$ cat src/rtl/line_gen_bres_if.sv
// Command and pixel handshake bundle between the vector sequencer, the line
// rasteriser and the frame-buffer writer.
interface line_gen_bres_if #(
  parameter int W = 8
);
  logic         cmd_valid;
  logic         cmd_ready;
  logic [W-1:0] stax;
  logic [W-1:0] stay;
  logic [W-1:0] endx;
  logic [W-1:0] endy;
  logic         abort;
  logic         pix_valid;
  logic         pix_ready;
  logic [W-1:0] pix_x;
  logic [W-1:0] pix_y;
  logic         pix_last;
  logic         busy;

  modport master (
    output cmd_valid, stax, stay, endx, endy, abort, pix_ready,
    input  cmd_ready, pix_valid, pix_x, pix_y, pix_last, busy
  );

  modport slave (
    input  cmd_valid, stax, stay, endx, endy, abort, pix_ready,
    output cmd_ready, pix_valid, pix_x, pix_y, pix_last, busy
  );
endinterface

$ cat src/rtl/line_gen_bres.sv
// Bresenham line rasteriser: 1-cycle latency from command accept to start pixel.
// One pixel per cycle; pix_ready low stalls with all state held.
module line_gen_bres #(
  parameter int W = 8
) (
  input  logic           clk,
  input  logic           rst_n,
  line_gen_bres_if.slave bus
);
  typedef enum logic {IDLE, RUN} state_e;

  localparam logic [W-1:0] ONE = 1;

  state_e              state_q, state_d;
  logic [W-1:0]        x_q, x_d, y_q, y_d;
  logic [W-1:0]        x1_q, x1_d, y1_q, y1_d;
  logic signed [W:0]   dx_q, dx_d, dy_q, dy_d;
  logic signed [W+1:0] err_q, err_d;
  logic                sxn_q, sxn_d, syn_q, syn_d;

  logic [W-1:0]        adx, ady;
  logic signed [W+1:0] dx_x2, dy_x2;
  logic signed [W+2:0] dx_x3, dy_x3, e2;
  logic                step_x, step_y, last_w;

  assign dx_x2  = {dx_q[W], dx_q};
  assign dy_x2  = {dy_q[W], dy_q};
  assign dx_x3  = {{2{dx_q[W]}}, dx_q};
  assign dy_x3  = {{2{dy_q[W]}}, dy_q};
  assign e2     = {err_q, 1'b0};
  assign step_x = (e2 >= dy_x3);
  assign step_y = (e2 <= dx_x3);
  assign adx    = (bus.endx >= bus.stax) ? bus.endx - bus.stax : bus.stax - bus.endx;
  assign ady    = (bus.endy >= bus.stay) ? bus.endy - bus.stay : bus.stay - bus.endy;

  // Gated by RUN so the all-zero reset registers never look like an end point.
  assign last_w = (state_q == RUN) && (x_q == x1_q) && (y_q == y1_q);

  assign bus.cmd_ready = (state_q == IDLE);
  assign bus.pix_valid = (state_q == RUN);
  assign bus.busy      = (state_q == RUN);
  assign bus.pix_x     = x_q;
  assign bus.pix_y     = y_q;
  assign bus.pix_last  = last_w;

  always_comb begin
    state_d = state_q;
    x_d     = x_q;
    y_d     = y_q;
    x1_d    = x1_q;
    y1_d    = y1_q;
    dx_d    = dx_q;
    dy_d    = dy_q;
    err_d   = err_q;
    sxn_d   = sxn_q;
    syn_d   = syn_q;
    case (state_q)
      IDLE: begin
        if (bus.cmd_valid) begin
          x_d     = bus.stax;
          y_d     = bus.stay;
          x1_d    = bus.endx;
          y1_d    = bus.endy;
          dx_d    = {1'b0, adx};
          dy_d    = -$signed({1'b0, ady});
          err_d   = {dx_d[W], dx_d} + {dy_d[W], dy_d};
          sxn_d   = (bus.endx < bus.stax);
          syn_d   = (bus.endy < bus.stay);
          state_d = RUN;
        end
      end
      RUN: begin
        if (bus.abort) begin
          state_d = IDLE;
        end else if (bus.pix_ready) begin
          if (last_w) begin
            state_d = IDLE;
          end else begin
            err_d = err_q + (step_x ? dy_x2 : '0) + (step_y ? dx_x2 : '0);
            // Per-axis clamp keeps a coordinate parked once it reaches its end value.
            if (step_x && (x_q != x1_q)) x_d = sxn_q ? x_q - ONE : x_q + ONE;
            if (step_y && (y_q != y1_q)) y_d = syn_q ? y_q - ONE : y_q + ONE;
          end
        end
      end
      default: state_d = IDLE;
    endcase
  end

  always_ff @(posedge clk or negedge rst_n) begin
    if (!rst_n) begin
      state_q <= IDLE;
      x_q     <= '0;
      y_q     <= '0;
      x1_q    <= '0;
      y1_q    <= '0;
      dx_q    <= '0;
      dy_q    <= '0;
      err_q   <= '0;
      sxn_q   <= 1'b0;
      syn_q   <= 1'b0;
    end else begin
      state_q <= state_d;
      x_q     <= x_d;
      y_q     <= y_d;
      x1_q    <= x1_d;
      y1_q    <= y1_d;
      dx_q    <= dx_d;
      dy_q    <= dy_d;
      err_q   <= err_d;
      sxn_q   <= sxn_d;
      syn_q   <= syn_d;
    end
  end
endmodule
$ cat src/flat_wrapper.sv
// flat-port wrapper written by rule: the top's interface ports become plain ports
module line_gen_bres_flat 
#(
  parameter int W = 8
)
  (clk, rst_n, bus_cmd_valid, bus_stax, bus_stay, bus_endx, bus_endy, bus_abort, bus_pix_ready, bus_cmd_ready, bus_pix_valid, bus_pix_x, bus_pix_y, bus_pix_last, bus_busy);
  line_gen_bres_if #(.W(W)) bus_i ();
  input  logic clk;
  input  logic rst_n;
  input wire logic [$bits(bus_i.cmd_valid)-1:0] bus_cmd_valid;
  input wire logic [$bits(bus_i.stax)-1:0] bus_stax;
  input wire logic [$bits(bus_i.stay)-1:0] bus_stay;
  input wire logic [$bits(bus_i.endx)-1:0] bus_endx;
  input wire logic [$bits(bus_i.endy)-1:0] bus_endy;
  input wire logic [$bits(bus_i.abort)-1:0] bus_abort;
  input wire logic [$bits(bus_i.pix_ready)-1:0] bus_pix_ready;
  output wire logic [$bits(bus_i.cmd_ready)-1:0] bus_cmd_ready;
  output wire logic [$bits(bus_i.pix_valid)-1:0] bus_pix_valid;
  output wire logic [$bits(bus_i.pix_x)-1:0] bus_pix_x;
  output wire logic [$bits(bus_i.pix_y)-1:0] bus_pix_y;
  output wire logic [$bits(bus_i.pix_last)-1:0] bus_pix_last;
  output wire logic [$bits(bus_i.busy)-1:0] bus_busy;
  assign bus_i.cmd_valid = bus_cmd_valid;
  assign bus_i.stax = bus_stax;
  assign bus_i.stay = bus_stay;
  assign bus_i.endx = bus_endx;
  assign bus_i.endy = bus_endy;
  assign bus_i.abort = bus_abort;
  assign bus_i.pix_ready = bus_pix_ready;
  assign bus_cmd_ready = bus_i.cmd_ready;
  assign bus_pix_valid = bus_i.pix_valid;
  assign bus_pix_x = bus_i.pix_x;
  assign bus_pix_y = bus_i.pix_y;
  assign bus_pix_last = bus_i.pix_last;
  assign bus_busy = bus_i.busy;
  line_gen_bres #(.W(W)) u_core (.clk(clk), .rst_n(rst_n), .bus(bus_i));
endmodule
$ cat config.mk
export PLATFORM = sky130hd
export DESIGN_NAME = line_gen_bres_flat
export DESIGN_NICKNAME = d
export VERILOG_FILES = /design/src/rtl/line_gen_bres_if.sv /design/src/rtl/line_gen_bres.sv /design/src/flat_wrapper.sv
export SDC_FILE = /design/constraint.sdc
export NUM_CORES = 1
export LEC_CHECK = 0
export BUFFER_PORTS_ARGS = -buffer_cell sky130_fd_sc_hd__buf_2
export CAP_MARGIN = 20
export CORE_ASPECT_RATIO = 2
export CORE_MARGIN = 8
export CORE_UTILIZATION = 35
export CTS_CLUSTER_DIAMETER = 120
export DETAILED_ROUTE_END_ITERATION = 10
export GPL_TIMING_DRIVEN = 0
export SETUP_SLACK_MARGIN = 0.1
export SYNTH_ARGS = -nofsm -noshare
export SYNTH_HDL_FRONTEND = slang
export SYNTH_SLANG_ARGS = --single-unit
$ cat constraint.sdc
create_clock -name clk -period 4.95 [get_ports clk]
set_input_delay 0 -clock clk [delete_from_list [all_inputs] [get_ports clk]]
set_output_delay 0 -clock clk [all_outputs]
set_load 0.01 [all_outputs]
==> results of run 1 <==
repair_timing:
action / 4_1_cts / 5_1_grt
resized for setup: 3 / 3
hold buffers: 19 / 0
endpoints found under the hold margin: 79 / 0
setup endpoints to repair: 3 / 1
pin swaps: 0 / 0
setup buffers: 0 / 3
worst min path at each step:
| stage | from | to | slack [ns] | cells past startpoint |
|---|---|---|---|---|
| after global placement | bus_endx[7] | u_core.x1_q[7]$_DFFE_PN0P_ | 0.24 | 3 |
| final | bus_stax[2] | u_core.bus.pix_x[2]$_DFFE_PN0P_ | 0.01 | 3 |
| after detailed placement | rst_n | u_core.bus.pix_y[6]$_DFFE_PN0P_ | 0.15 | 1 |
| after global routing | bus_stay[4] | u_core.bus.pix_y[4]$_DFFE_PN0P_ | 0.02 | 3 |
| after CTS | bus_stax[2] | u_core.bus.pix_x[2]$_DFFE_PN0P_ | 0.008 | 3 |
| after floorplan | rst_n | u_core.bus.busy$_DFF_PN0_ | -0.30 | 0 |
placed cells by master, fill, tap and decap left out, drive strengths merged, types with 9 or more instances in the layout:
cell         count
nor2            38
fa              16
clkbuf          24
dfrtp           62
mux2            13
xnor2           41
nand4           12
nor3            12
o21a            10
a21o            17
buf             70
xor2            11
mux2i           23
dlygate4sd3     19
o211ai           9
nand2           71
a21oi           52
o21ai           53
nor2b           12
ha              77
inv             92
report_power, final:
part	internal, W	total [W]	switching (W)
Combinational	0.00134	0.00299	0.00164
Sequential	0.000699	0.000922	0.000223
Clock	0.000457	0.000710	0.000253
Total	0.00250	0.00462	0.00212
cells in the mapped netlist, drive strengths merged (2+ instances only):
library cell  count  share of area, %
inv              91               5.5
ha               77                16
nand2            71               4.3
dfrtp            62                25
o21ai            53               4.4
a21oi            52               4.4
xnor2            41               5.8
nor2             38               2.4
mux2i            23               3.7
a21o             17               2.1
fa               16               5.2
clkbuf           15              0.91
mux2             13               2.4
nand4            12               1.3
nor2b            12               1.2
nor3             12              0.98
buf              11              0.93
xor2             11               1.6
o21a             10               1.2
o211ai            9               1.1
nand3             7              0.57
o21bai            7              0.85
a31oi             6              0.81
and2              6              0.61
a211oi            5              0.61
nand3b            5              0.61
a2111oi           4              0.59
nand2b            4              0.41
or2               4              0.41
a31o              3              0.43
nand4b            3              0.43
and3              2              0.20
nor3b             2              0.24
nor4              2              0.20
o221ai            2              0.28
o22ai             2              0.20
o41ai             2              0.28
metal layers:
metal,global-route usage (%),up-vias
li1,-,2657
met1,16.1,2524
met2,31.8,97
met3,1.39,39
met4,9.32,0
met5,0,-
metrics by stage:
step / TNS, ns / utilization [%]
floorplan: 0 / -
global placement: -0.321 / 38.8
detailed placement: -0.318 / 38.8
CTS: 0 / 41.9
global route: 0 / 42.1
finish: 0 / 42.1
cell type report:
cell class | count | share of cell area (%)
buffer | 25 | 1.51
clock inverter | 6 | 1.27
tap | 210 | 3.61
clock buffer | 10 | 3.28
sequential | 62 | 21.3
multi-input combinational | 545 | 57.5
inverter | 91 | 4.69
timing repair buffer | 78 | 6.81
logic make-up after synthesis:
kind of cell,after synthesis
compound gates,180
flops,62
buf+inv,117
simple gates,184
mux,36
xor+xnor,52
fa+ha+maj,93
state kept, by name, indices dropped and copies added, names as in the netlist, 8 cells and up:
name / flops
u_core.bus.pix_y: 8
u_core.err_q: 10
u_core.bus.pix_x: 8
u_core.x1_q: 8
u_core.y1_q: 8
u_core.dx_q: 8
u_core.dy_q: 9
critical path: stages:
cell	delay (ns)
dlygate4sd3_1	0.54
buf_2	0.13
inv_1	0.05
ha_1	0.28
buf_2	0.18
a21oi_1	0.26
a31oi_2	0.21
nor2_1	0.37
mux2_2	0.41
ha_1	0.23
xor2_1	0.29
ha_1	0.32
a21o_1	0.19
a21oi_1	0.28
o21bai_1	0.11
a21oi_1	0.27
o21ai_0	0.18
or2_2	0.29
mux2i_1	0.15
nand3b_1	0.12
==> impl_metrics.yaml, run 1 <==
run_status:
  status: "finished clean"
logic_synthesis:
  synth-edff-count: 0
  synth_compound_area_share_pct: 18.5
  synth_seq_cells: 62
  synth_fa_ha_area_share_pct: 20.8
  synth_fp_nets: 854
  synth-simple-area-share_pct: 14.5
  avgSynthCellArea_um2: 8.51
  ys_seq_area_share_pct: 25.2
  async_flop_share_pct: 100
  synthCells: 724
  synthFlopType: "dfrtp_1"
  synth_warnings: 0
  ys_types: 59
  synth_area_um2: 6160
  synthMuxAreaShare_pct: 6.18
  synth_top_family_by_area: "adder cells"
  synth_xor_area_share_pct: 7.39
clock_network:
  htreeDepth: 3
  insertion_delay_ns: 0.34
  numCtsBuffers: 9
  cts_buffer_depth: 2
  clock-sinks: 62
  root_buffer: "clkbuf_16"
  clkTransAtPathRegs_ns: 0.06
  cts_tree: "done"
die:
  io-pin-count: 57
  die-area_um2: 22400
  std_cell_rows: 68
  initial_core_util_pct: 35.7
  die_w_um: 110
  core_um2: 17300
  die_y_um: 204
grt:
  track_usage_pct: 16.5
  antenna_found_initial: 0
  grt-ovfl-total: 0
  grt_max_degree: 63
  grt_first_pass_wirelength_um: 28400
  grt_pass1_vias: 5650
routing:
  drc: 0
  drtIter0Drc: 169
  wire_per_inst_um: 17.3
  vias_per_cell: 5.18
  vias: 5317
  postRouteAntennaNets: 0
  wl_met1_um: 6520
  firstDrtPassIters: 4
  wl_met3_um: 310
  wl_met2_um: 10100
  routed.top_layer: "met4"
  drt_wl_total_um: 17800
critical_path:
  worstPathMaxFanout: 10
  cp-endpoint: "u_core.err_q[8]$_DFFE_PN0P_"
  crit_path_start: "bus_endy[3]"
  startpoint_type: "input pin"
  r2r-end: "u_core.err_q[9]$_DFFE_PN0P_"
  required_ns: 5.22
  rrSetupSlack_ns: 0.36
  r2r_cells: 20
  r2r-start: "u_core.err_q[0]$_DFFE_PN0P_"
  worstPathArrival_ns: 4.86
  critical_path_class: "input pin to flop"
  cp-end-kind: "flop"
final_layout:
  drive_gt1_share_pct: 14.1
  seqCellArea_um2: 1550
  area_growth_pct: 18.1
  nets: 942
  finalInstanceArea_um2: 7280
  fillers: 1764
  fin_cells: 1027
  n_antenna_cell: 0
  multi_input_area_um2: 4180
placement:
  gp_congestion: 0.897
  portBuffers: 56
  dp_slack_ns: -0.309
  place_hpwl_um: 14700
  placed_cells: 990
  placedInstanceArea_um2: 6710
timing:
  clock_skew_ns: 0.00967
  drv_slew: 0
  fmax_ghz: 0.218
  fin_crit_ns: 4.59
  layout_worst_path_cycle_share_pct: 92.7
  hold_ws_ns: 0.0127
  layout_setup_ws_ns: 0.360
  hold_violations: 0
  tightest_slew_ns: 0.975
  slew-limit-headroom_pct: 35.0
  rsz0062_at_grt: "false"
  setup_viol: 0
power:
  power.density_nw_per_um2: 635
  cellLeakagePower_nw: 3.54
  total_power_w: 0.00462
  vdd_drop_max_mv: 0.318
run:
  drv_cap: 0
min_path:
  worstHoldPathType: "input pin to flop"
Note: power is estimated with default switching activity, not from simulation.
==> run 2, diff against run 1 <==
--- a/config.mk
+++ b/config.mk
@@ -8,7 +8,6 @@
 export BUFFER_PORTS_ARGS = -buffer_cell sky130_fd_sc_hd__buf_2
 export CAP_MARGIN = 20
 export CORE_ASPECT_RATIO = 2
-export CORE_MARGIN = 8
 export CORE_UTILIZATION = 35
 export CTS_CLUSTER_DIAMETER = 120
 export DETAILED_ROUTE_END_ITERATION = 10
==> run 2 against run 1 <==
Against the previous run: combinational power hardly changed; count of clock-buffer cells in the layout stayed put; register-to-register slack better by 0.06 ns; die area is 19% lower; critical path depth stayed put; critical path type is now flop to flop; sequential share of layout area is 0.19 points higher; cell count is 0.58% lower; non-clock buffer count is 5 lower; largest cell class unchanged; largest power group unchanged.
==> impl_metrics.yaml, run 2 (synthesized netlist as in run 1, its figures left out) <==
clock_network:
  insertion_delay_ns: 0.34
  cts_tree: "done"
  htreeDepth: 3
  numCtsBuffers: 9
  cts_buffer_depth: 2
  root_buffer: "clkbuf_16"
  clock-sinks: 62
  clkTransAtPathRegs_ns: 0.05
critical_path:
  critical_path_class: "flop to flop"
  rrSetupSlack_ns: 0.42
  r2r-end: "u_core.err_q[9]$_DFFE_PN0P_"
  worstPathArrival_ns: 4.71
  r2r-start: "u_core.err_q[0]$_DFFE_PN0P_"
  r2r_cells: 20
  cp-end-kind: "flop"
  worstPathMaxFanout: 9
  crit_chain: "ha_1 -> nor2b_1 -> o21a_1 -> o21ai_1 -> a2111oi_2 -> or2_4 -> nand2_1 -> fa_1 -> inv_1 -> ha_1 -> inv_1 -> fa_1 -> nor2b_1 -> o21ai_1 -> a21oi_2 -> o41ai_2 -> xor2_1 -> xnor2_1 -> mux2i_1 -> o221ai_1"
  startpoint_type: "flop"
  worst_path_max_delay_cell: "dfrtp_1"
  crit_path_max_incr_delay_ns: 0.44
  required_ns: 5.13
final_layout:
  nets: 937
  top_register: "u_core.err_q"
  largest_reg_flops: 10
  layout_common_cells: "inv_1 (91), ha_1 (77), nand2_1 (71)"
  finalInstanceArea_um2: 7210
  final_common_cell: "inv_1"
  drive_gt1_share_pct: 14.1
  area_growth_pct: 17.1
  top_regs: "u_core.err_q: 10 flops, u_core.dy_q: 9 flops"
  n_antenna_cell: 0
min_path:
  whs_path_depth: 3
  worstHoldStart: "bus_endy[2]"
  worstHoldPathType: "input pin to flop"
  holdPathEnd: "u_core.y1_q[2]$_DFFE_PN0P_"
grt:
  grt_max_degree: 63
  grt_pass1_vias: 5666
  track_usage_pct: 20.5
  grt_first_pass_wirelength_um: 27900
  antenna_found_initial: 0
  grt-ovfl-total: 0
die:
  die_w_um: 95.8
  std_cell_rows: 68
  die_y_um: 190
  initial_core_util_pct: 35.7
  die-area_um2: 18200
  io-pin-count: 57
  core_um2: 17300
timing:
  fmax_ghz: 0.221
  fin_crit_ns: 4.53
  layout_worst_path_cycle_share_pct: 91.6
  tns_ns: 0
  hold_violations: 0
  tightest_slew_ns: 0.985
  setup_viol: 0
  clock_skew_ns: 0.0136
  drv_slew: 0
  rsz0062_at_grt: "false"
  slew-limit-headroom_pct: 34.3
routing:
  drt_wl_total_um: 17200
  vias_per_cell: 5.24
  wire_per_inst_um: 16.9
  drtIter0Drc: 169
  postRouteAntennaNets: 0
  firstDrtPassIters: 5
  vias: 5348
  drc: 0
power:
  cellLeakagePower_nw: 3.52
  vdd_drop_max_mv: 0.291
  power.density_nw_per_um2: 634
placement:
  placedInstanceArea_um2: 6710
  place_hpwl_um: 14100
  gp_congestion: 0.853
  portBuffers: 56
run:
  drv_cap: 0
run_status:
  status: "finished clean"
==> run 2: worst max path at each step <==
| stage | start | end | cells after the start |
|---|---|---|---|
| 2_1_floorplan | u_core.err_q[0]$_DFFE_PN0P_ | u_core.err_q[9]$_DFFE_PN0P_ | 21 |
| 3_3_place_gp | u_core.err_q[6]$_DFFE_PN0P_ | u_core.err_q[9]$_DFFE_PN0P_ | 19 |
| 3_5_place_dp | u_core.err_q[6]$_DFFE_PN0P_ | u_core.err_q[9]$_DFFE_PN0P_ | 19 |
| 4_1_cts | u_core.err_q[0]$_DFFE_PN0P_ | u_core.err_q[9]$_DFFE_PN0P_ | 20 |
| 5_1_grt | u_core.err_q[0]$_DFFE_PN0P_ | u_core.err_q[9]$_DFFE_PN0P_ | 20 |
| 6_report | u_core.err_q[0]$_DFFE_PN0P_ | u_core.err_q[9]$_DFFE_PN0P_ | 20 |
==> run 2: worst max-delay path, delay by kind of cell, from the launching register on <==
kind	cells	cell delay, ns
buf+inv	2	0.12
simple gates	4	0.77
flops	1	0.44
xor+xnor	2	0.37
fa+ha+maj	4	1.26
compound gates	7	1.20
mux	1	0.23
==> run 2: per-layer routing <==
layer  up-vias  GRT usage [%]  wire, µm
li1       2655              -         -
met1      2551           20.5      6340
met2       110           40.4      9770
met3        32           1.88       396
met4         0           9.99       710
met5         -              0         0
==> run 2: what timing repair did <==
action	CTS	global route
endpoints found under the hold margin	75	0
hold buffers	15	0
gates resized for setup	3	5
buffers inserted	0	2
endpoints found under the setup margin	3	1
==> run 2: final cells by class <==
class                           count  area, µm²
Timing Repair Buffer               73        448
Sequential cell                    62       1550
Buffer                             25        110
Tap cell                          210        263
Inverter                           91        342
Multi-Input combinational cell    545       4190
Clock buffer                       10        229
Fill cell                        1772      10100
Clock inverter                      5       75.1
==> run 2: power by group <==
group | total [W] | switching [W] | internal (W)
logic | 0.00298 | 0.00164 | 0.00134
registers | 0.000919 | 0.000220 | 0.000699
clock network | 0.000668 | 0.000233 | 0.000435
==> run 2: through the flow <==
step / power (W) / setup slack, ns / hold WS [ns] / instances / utilization, %
floorplan: 0.00306 / 0.833 / -0.296 / 724 / -
global placement: 0.00378 / -0.247 / 0.237 / 990 / 38.8
detailed placement: 0.00381 / -0.230 / 0.143 / 990 / 38.8
CTS: 0.00454 / 0.102 / 0.0103 / 1019 / 41.5
global route: 0.00502 / 0.114 / 0.0275 / 1021 / 41.8
finish: 0.00457 / 0.416 / 0.00936 / 1021 / 41.8
==> run 3, diff against run 2 <==
--- a/config.mk
+++ b/config.mk
@@ -7,11 +7,14 @@
 export LEC_CHECK = 0
 export BUFFER_PORTS_ARGS = -buffer_cell sky130_fd_sc_hd__buf_2
 export CAP_MARGIN = 20
+export CELL_PAD_IN_SITES_DETAIL_PLACEMENT = 1
+export CELL_PAD_IN_SITES_GLOBAL_PLACEMENT = 2
 export CORE_ASPECT_RATIO = 2
 export CORE_UTILIZATION = 35
 export CTS_CLUSTER_DIAMETER = 120
 export DETAILED_ROUTE_END_ITERATION = 10
 export GPL_TIMING_DRIVEN = 0
+export PLACE_DENSITY_LB_ADDON = 0.1
 export SETUP_SLACK_MARGIN = 0.1
 export SYNTH_ARGS = -nofsm -noshare
 export SYNTH_HDL_FRONTEND = slang
==> run 3 against run 2 <==
Against the previous run: setup slack worse by 0.017 ns; utilization is 0.38 points higher; critical endpoint unchanged; clock power shrank 3%; count of clock-buffer cells in the layout shrank 1; largest power group unchanged; sequential share of layout area shrank 0.20 points; the run now ends with negative hold slack left; total power increased by 3.7%; first-iteration DRC count is 22% lower; routed wire length is 19% higher; clock skew shrank 0.0018 ns; critical path depth unchanged; design area rose by 0.92%.
==> impl_metrics.yaml, run 3 (synthesized netlist as in run 1, its figures left out) <==
run_status:
  status: "finished, violations left"
  violations: "negative hold slack"
critical_path:
  startpoint_type: "flop"
  worstPathArrival_ns: 4.74
  required_ns: 5.14
  critical_path_class: "flop to flop"
  path_buf_inv: 2
  crit_family: "adder cells"
  worst_path_max_delay_cell: "dfrtp_1"
  cp-end-kind: "flop"
  crit_path_max_incr_delay_ns: 0.44
  r2r-end: "u_core.err_q[9]$_DFFE_PN0P_"
  r2r-start: "u_core.err_q[0]$_DFFE_PN0P_"
  rrSetupSlack_ns: 0.40
  r2r_cells: 20
  crit_chain: "ha_1 -> nor2b_1 -> o21a_1 -> o21ai_2 -> a2111oi_4 -> or2_4 -> nand2_1 -> fa_1 -> inv_1 -> ha_1 -> inv_1 -> fa_1 -> nor2b_2 -> o21ai_1 -> a21oi_2 -> o41ai_2 -> xor2_1 -> xnor2_1 -> mux2i_1 -> o221ai_1"
  worstPathMaxFanout: 9
grt:
  antenna_found_initial: 0
  grt_max_degree: 63
  grt_first_pass_wirelength_um: 32300
  track_usage_pct: 24.3
  grt_pass1_vias: 6111
  grt-ovfl-total: 0
final_layout:
  fillers: 2088
  drive_gt1_share_pct: 15.0
  final_common_cell: "inv_1"
  top_regs: "u_core.err_q: 10 flops, u_core.dy_q: 9 flops"
  layout_common_cells: "inv_1 (91), ha_1 (77), nand2_1 (71)"
  area_growth_pct: 18.2
  nets: 941
  n_antenna_cell: 0
  largest_reg_flops: 10
  top_register: "u_core.err_q"
routing:
  firstDrtPassIters: 4
  drt_wl_total_um: 20500
  drtIter0Drc: 132
  vias_per_cell: 5.29
  wire_per_inst_um: 20.0
  postRouteAntennaNets: 0
  vias: 5429
  drc: 0
min_path:
  holdPathEnd: "u_core.x1_q[3]$_DFFE_PN0P_"
  whs_path_depth: 3
  worstHoldStart: "bus_endx[3]"
  worstHoldPathType: "input pin to flop"
die:
  initial_core_util_pct: 35.7
  core_um2: 17300
  std_cell_rows: 68
  die-area_um2: 18200
  io-pin-count: 57
  die_y_um: 190
  die_w_um: 95.8
timing:
  slew-limit-headroom_pct: 26.7
  drv_slew: 0
  hold_violations: 1
  tightest_slew_ns: 1.10
  hold_ws_ns: -0.0178
  setup_viol: 0
  clock_skew_ns: 0.0117
  fmax_ghz: 0.220
  fin_crit_ns: 4.55
  layout_worst_path_cycle_share_pct: 91.9
  layout_setup_ws_ns: 0.399
  tns_ns: 0
  rsz0062_at_grt: "false"
power:
  total_power_w: 0.00474
  vdd_drop_max_mv: 0.268
  power.density_nw_per_um2: 651
  cellLeakagePower_nw: 3.54
clock_network:
  insertion_delay_ns: 0.35
  htreeDepth: 3
  root_buffer: "clkbuf_16"
  cts_buffer_depth: 2
  clkTransAtPathRegs_ns: 0.06
  clock-sinks: 62
  cts_tree: "done"
  numCtsBuffers: 9
placement:
  place_hpwl_um: 17100
  portBuffers: 56
  gp_congestion: 0.871
  dp_slack_ns: -0.593
run:
  drv_cap: 0
-- run 3: timing repair --
item | CTS | global route
gates cloned | 0 | 0
hold buffers | 17 | 0
pin swaps | 0 | 3
setup endpoints to repair | 5 | 2
endpoints found under the hold margin | 77 | 0
setup buffers | 0 | 3
gates resized for setup | 9 | 5
-- run 3: final cells by class --
cell class / instances / area [µm²] / area share, %
clock inverters: 7 / 73.8 / 1.01
multi-input cells: 545 / 4230 / 58.1
inverters: 91 / 342 / 4.69
clock buffers: 9 / 225 / 3.09
repair buffers: 77 / 483 / 6.64
flip-flops and latches: 62 / 1550 / 21.3
well taps: 210 / 263 / 3.61
plain buffers: 25 / 110 / 1.51
-- run 3: where the power goes --
| part | total, W | switching [W] | leakage, nW | internal [W] |
|---|---|---|---|---|
| Combinational | 0.00316 | 0.00177 | 2.66 | 0.00139 |
| Clock | 0.000650 | 0.000259 | 0.146 | 0.000391 |
| Sequential | 0.000928 | 0.000229 | 0.735 | 0.000699 |
| Total | 0.00474 | 0.00226 | 3.54 | 0.00248 |
-- run 3: worst max path at each step --
stage / endpoint / cells past startpoint / start / slack [ns]
floorplan: u_core.err_q[9]$_DFFE_PN0P_ / 21 / u_core.err_q[0]$_DFFE_PN0P_ / 0.83
global placement: u_core.err_q[9]$_DFFE_PN0P_ / 20 / u_core.dx_q[7]$_DFFE_PN0P_ / -0.59
detailed placement: u_core.err_q[9]$_DFFE_PN0P_ / 21 / u_core.err_q[0]$_DFFE_PN0P_ / -0.59
CTS: u_core.err_q[9]$_DFFE_PN0P_ / 21 / u_core.dx_q[7]$_DFFE_PN0P_ / 0.12
global route: u_core.err_q[9]$_DFFE_PN0P_ / 21 / u_core.dx_q[7]$_DFFE_PN0P_ / 0.09
finish: u_core.err_q[9]$_DFFE_PN0P_ / 20 / u_core.err_q[0]$_DFFE_PN0P_ / 0.40
-- run 3: worst min-delay path: cells and delay by family --
family	cells	cell delay [ns]
AOI/OAI and AO/OA	1	0.10
buffers and inverters	2	0.18
-- run 3: stage by stage --
| step | std cells | hold slack, ns | cell area [µm²] | utilization, % |
|---|---|---|---|---|
| floorplan | 724 | -0.296 | 6160 | - |
| global placement | 990 | 0.226 | 6700 | 38.8 |
| detailed placement | 991 | 0.156 | 6710 | 38.9 |
| CTS | 1023 | 0.0000697 | 7230 | 41.9 |
| global route | 1026 | 0.00579 | 7280 | 42.1 |
| finish | 1026 | -0.0178 | 7280 | 42.1 |
-- run 3: layer usage --
metal	up-vias	track usage, %	share of wire [%]
met1	2654	24.0	36
met2	78	46.9	57
li1	2654	-	-
met4	0	13.9	5.2
met3	43	2.64	1.6
met5	-	0	0
